[src/rtl/sram_stream_reader.sv]
// Sweeps an address window through a 1-cycle-latency SRAM read port and
// re-times the returned words onto a valid/ready stream with full backpressure.
module sram_stream_reader #(
    parameter int DWIDTH = 24,
    parameter int AWIDTH = 6
) (
    input  logic              clk,
    input  logic              rst_n,
    input  logic              start,
    input  logic [AWIDTH-1:0] base_addr,
    input  logic [AWIDTH:0]   length,
    output logic              busy,
    output logic              done,
    output logic [AWIDTH-1:0] addr_r,
    input  logic [DWIDTH-1:0] data_i,
    output logic              m_valid,
    input  logic              m_ready,
    output logic [DWIDTH-1:0] m_data,
    output logic              m_last
);

    localparam int CW = AWIDTH + 1;

    typedef enum logic [1:0] {
        S_IDLE,
        S_RUN,
        S_DRAIN,
        S_DONE
    } state_t;

    state_t            r_state;
    state_t            w_next_state;

    logic [AWIDTH-1:0] r_addr;
    logic [CW-1:0]     r_len;
    logic [CW-1:0]     r_issued;
    logic              r_rd_pend;
    logic              r_pend_last;

    logic [DWIDTH-1:0] r_fifo_data [2];
    logic [1:0]        r_fifo_last;
    logic              r_wptr;
    logic              r_rptr;
    logic [1:0]        r_count;

    logic              w_start;
    logic              w_pop;
    logic              w_push;
    logic              w_issue;
    logic              w_issue_last;
    logic [CW-1:0]     w_issued_inc;
    logic [2:0]        w_occ;
    logic              w_room;

    assign w_start      = (r_state == S_IDLE) && start;
    assign w_pop        = m_valid && m_ready;
    assign w_push       = r_rd_pend;
    assign w_issued_inc = r_issued + CW'(1);
    assign w_issue_last = (w_issued_inc == r_len);

    // A read is only launched when its word is guaranteed a FIFO slot on
    // arrival, counting the read still in flight and any pop this cycle.
    assign w_occ   = {1'b0, r_count} + {2'b00, r_rd_pend};
    assign w_room  = (w_occ < (3'd2 + {2'b00, w_pop}));
    assign w_issue = (r_state == S_RUN) && (r_issued < r_len) && w_room;

    always_comb begin
        w_next_state = r_state;
        case (r_state)
            S_IDLE:  if (start) w_next_state = (length == '0) ? S_DONE : S_RUN;
            S_RUN:   if (w_issue && w_issue_last) w_next_state = S_DRAIN;
            S_DRAIN: if (w_pop && m_last) w_next_state = S_DONE;
            S_DONE:  w_next_state = S_IDLE;
            default: w_next_state = S_IDLE;
        endcase
    end

    // NOTE: sequential state uses non-blocking assignments only, so every
    // register samples the pre-edge values regardless of block ordering.
    always_ff @(posedge clk or negedge rst_n) begin
        if (!rst_n) begin
            r_state <= S_IDLE;
        end else begin
            r_state <= w_next_state;
        end
    end

    always_ff @(posedge clk or negedge rst_n) begin
        if (!rst_n) begin
            r_addr      <= '0;
            r_len       <= '0;
            r_issued    <= '0;
            r_rd_pend   <= 1'b0;
            r_pend_last <= 1'b0;
        end else begin
            if (w_start) begin
                r_addr   <= base_addr;
                r_len    <= length;
                r_issued <= '0;
            end else if (w_issue) begin
                r_addr   <= r_addr + AWIDTH'(1);
                r_issued <= w_issued_inc;
            end
            r_rd_pend   <= w_issue;
            r_pend_last <= w_issue && w_issue_last;
        end
    end

    // NOTE: the two FIFO entries are reset too, so m_data reads zero out of
    // reset; a large RAM would normally be left unreset.
    always_ff @(posedge clk or negedge rst_n) begin
        if (!rst_n) begin
            for (int i = 0; i < 2; i++) r_fifo_data[i] <= '0;
            r_fifo_last <= '0;
            r_wptr      <= 1'b0;
            r_rptr      <= 1'b0;
            r_count     <= '0;
        end else begin
            if (w_push) begin
                r_fifo_data[r_wptr] <= data_i;
                r_fifo_last[r_wptr] <= r_pend_last;
                r_wptr              <= ~r_wptr;
            end
            if (w_pop) begin
                r_rptr <= ~r_rptr;
            end
            case ({w_push, w_pop})
                2'b10:   r_count <= r_count + 2'd1;
                2'b01:   r_count <= r_count - 2'd1;
                default: r_count <= r_count;
            endcase
        end
    end

    assign busy    = (r_state != S_IDLE);
    assign done    = (r_state == S_DONE);
    assign addr_r  = r_addr;
    assign m_valid = (r_count != 2'd0);
    assign m_data  = r_fifo_data[r_rptr];
    assign m_last  = m_valid && r_fifo_last[r_rptr];

endmodule

[config.mk]
export PLATFORM = sky130hd
export DESIGN_NAME = sram_stream_reader
export DESIGN_NICKNAME = d
export VERILOG_FILES = /design/src/rtl/sram_stream_reader.sv
export SDC_FILE = /design/constraint.sdc
export NUM_CORES = 1
export LEC_CHECK = 0
export CAP_MARGIN = 10
export CORE_ASPECT_RATIO = 1.2
export CORE_MARGIN = 3
export CORE_UTILIZATION = 57
export DETAILED_ROUTE_END_ITERATION = 10
export DONT_BUFFER_PORTS = 1
export PLACE_DENSITY = 0.72
export SLEW_MARGIN = 20
export SYNTH_ARGS = -nofsm -noshare
export SYNTH_HDL_FRONTEND = slang
export SYNTH_SLANG_ARGS = --single-unit
[constraint.sdc]
create_clock -name clk -period 2.9 [get_ports clk]
set_input_delay 0.29 -clock clk [delete_from_list [all_inputs] [get_ports clk]]
set_output_delay 0.29 -clock clk [all_outputs]
set_load 0.05 [all_outputs]
==> results by group <==
Detailed routing
  • DR DRC count: 0
  • Pre-Repair DR Iteration Count: 4
  • Routed WL: ~7 mm
  • Antenna Violating Nets Remaining: 0
  • DR vias: 2378
  • Wire per inst: 17.2 um
  • Vias/cell: 5.68
  • DRT iter0 DRCs: 89

Global route
  • Initial antenna violation count: 0
  • First-pass GRT wire length: 12.3 mm
  • Total grt overflow: 0
  • Largest net degree at the start of global routing: 79
  • Tot GR Track Use: 19.8%
  • Number of global-route vias before repair: 2505

Floorplanning
  • Die extent in x: between 80 and 90 um
  • I/O pin cnt: between 70 and 80
  • Core area: ~0.0066 sq mm
  • Die height: 97.2 um
  • Die area: 0.00798 sq mm
  • Starting Density: 60.2%
  • Std-Cell Rows: 32

Critical path
  • WS Path Type: flop to flop
  • WP data arrival: 2730 ps
  • Crit-path max FO: 8
  • Worst Setup End Kind: flop
  • Setup crit start kind: flop
  • Reg2reg start: r_issued[1]
  • WP data required: 3170 ps
  • Worst Setup SP: r_issued[1]
  • R2R Setup Slk: roughly 440 ps

Cells and area
  • Final Net Count: 387
  • # diodes: 0
  • Post-layout util: 65.2%
  • Ratio of cells with drive above 1 in the final layout: 32.3%
  • P&R area growth vs syn: 8.29%
  • FILL cells: 521

Logic synthesis
  • Dominant synthesized flop cell: dfrtp_1
  • Cell area after synthesis: around 0.004 sq mm
  • Cells after Synth: 325
  • Avg Cell Area, Syn: 12.2 sq um
  • Synth Register Bits: 78
  • Top cell type's share of synthesized area: 49.4%
  • Ys async rst share: 100%
  • Main area contributors after synthesis: dfrtp_1 (49%), mux2_2 (21%), ha_1 (5.4%), xnor2_1 (3.3%), nand2_1 (2.2%)
  • Post-synth net total: roughly 380
  • Synth unique cells: between 40 and 50
  • Share of the yosys chip area belonging to registers: 49.4%
  • Cell taking the most area after synthesis: dfrtp_1
  • Yosys warns: 0
  • Post-synth EDFFs: 0

STA
  • Pins Over Slew Limit: 0
  • Fin Setup TNS: 0 ps
  • Slew HR: between 60 and 70%
  • Final Skew: roughly 9.7 ps
  • Period utilization: ~85%
  • RSZ-0062 raised after global routing: false
  • Highest clock rate: 406 MHz
  • Final setup fails: 0
  • Tmin final: between 2000 and 2500 ps
  • Worst slew pin tran: 573 ps
  • Final hold violation count: 0

Place
  • Post-DP HPWL: 5.19 mm
  • Final GP Congestion: 0.806
  • Port bufs: 0

Clock network
  • CTS tree: yes
  • Reg clk slew, reported paths: 90 ps
  • H-tree levels: 3
  • CTS Buffer Depth: 2
  • Total CTS buffers: 9
  • Worst-skew pair later-pin latency: ~350 ps
  • Sinks on Clock Net: slightly below 80
  • Root buf cell: clkbuf_8

Min path
  • HP Class: input port to flop
  • Min-Delay Startpoint: length[0]

Run status
  • Status: finished, final reports clean

Flow run
  • MaxCap Viol Count: 0
## cell usage after synthesis, types with 2 or more instances
cell      count
dfrtp_1      78
mux2_2       74
nand2_1      23
ha_1         17
inv_1        16
xnor2_1      15
nor2_1       11
clkbuf_1     10
o21ai_0      10
o21ai_1       8
xor2_1        7
mux2i_1       4
nand3_1       4
nor4_2        4
a211oi_1      3
a21oi_1       3
nor2b_1       3
and2_1        2
and3_1        2
buf_1         2
buf_2         2
nor3_1        2
## layout make-up
| type | count | area (sq um) | share of cell area (%) |
|---|---|---|---|
| flip-flops and latches | 78 | 1950 | 45.6 |
| multi-input cells | 216 | 1880 | 43.9 |
| clock buffers | 10 | 138 | 3.21 |
| well taps | 85 | 106 | 2.48 |
| repair buffers | 8 | 95.1 | 2.22 |
| inverters | 16 | 60.1 | 1.40 |
| clock inverters | 6 | 52.6 | 1.23 |
## routing by layer
layer / GRT usage [%] / up-vias / wire length [um]
met4: 6.14 / 0 / 99
met1: 24.6 / 1165 / 2950
met2: 32.9 / 53 / 3730
met5: 0 / - / 0
li1: - / 1150 / -
met3: 5.47 / 10 / 438
## metrics by stage
step	cell area, sq um	setup slack (ps)	hold slack (ps)	instances
after detailed placement	4050	446	-3.88	401
after global placement	4050	547	-3.93	401
after global routing	4280	220	38.9	419
after CTS	4280	437	35.7	419
after floorplan	3950	803	-5.59	325
final	4280	438	52.5	419
## kinds of logic after synthesis
group                      after synthesis  share of synthesized area [%]
and+or+nand+nor                         62                           9.02
xor gates and xnor gates                22                           4.87
adders and majority gates               17                           5.38
muxes                                   78                           22.1
buffers and inverters                   31                           3.20
AOI/OAI and AO/OA                       37                           6.08
DFF                                     78                           49.4
## registers in the layout (all words and copies together) (netlist names), 2 cells and up
| register | flops |
|---|---|
| r_fifo_data | 48 |
| r_fifo_last | 2 |
| r_state | 2 |
| addr_r | 6 |
| r_issued | 7 |
| r_count | 2 |
| r_len | 7 |
## critical path: stages (launching register included)
cell and delay [ps]:
dfrtp_1 460, ha_1 300, nor2b_1 130, o2111a_1 240
o311ai_1 520, o2111ai_1 290, a21oi_2 260, mux2i_1 190
## repair_timing
| action | in CTS | in global routing |
|---|---|---|
| resized for setup | 0 | 0 |
| hold buffers | 2 | 0 |
| endpoints found under the hold margin | 78 | 0 |
| buffers inserted | 0 | 0 |
## cell usage in the layout, fill, tap and decap left out, drive strengths merged, types with 3 or more instances in the layout
master | synthesis | layout
dfrtp | 78 | 78
mux2 | 74 | 74
nand2 | 23 | 23
inv | 16 | 20
o21ai | 18 | 18
ha | 17 | 17
xnor2 | 15 | 15
nor2 | 12 | 12
clkbuf | 10 | 10
xor2 | 7 | 7
buf | 5 | 7
nor4 | 6 | 6
nand3 | 5 | 5
mux2i | 4 | 4
a21oi | 4 | 4
nor2b | 3 | 3
a211oi | 3 | 3
nor3 | 3 | 3
## worst paths after layout
check,endpoint,cells past startpoint
setup / recovery,r_state[1],7
min in group asynchronous,r_fifo_data[19],2
hold reg to reg,r_fifo_data[18],1
hold / removal,r_len[0],2
setup reg to reg,r_state[1],7
max in group asynchronous,addr_r[1],2
Power is left out: the tool's default activity adds up to more than one toggle a clock period on the data nets, which glitch-free logic cannot reach.
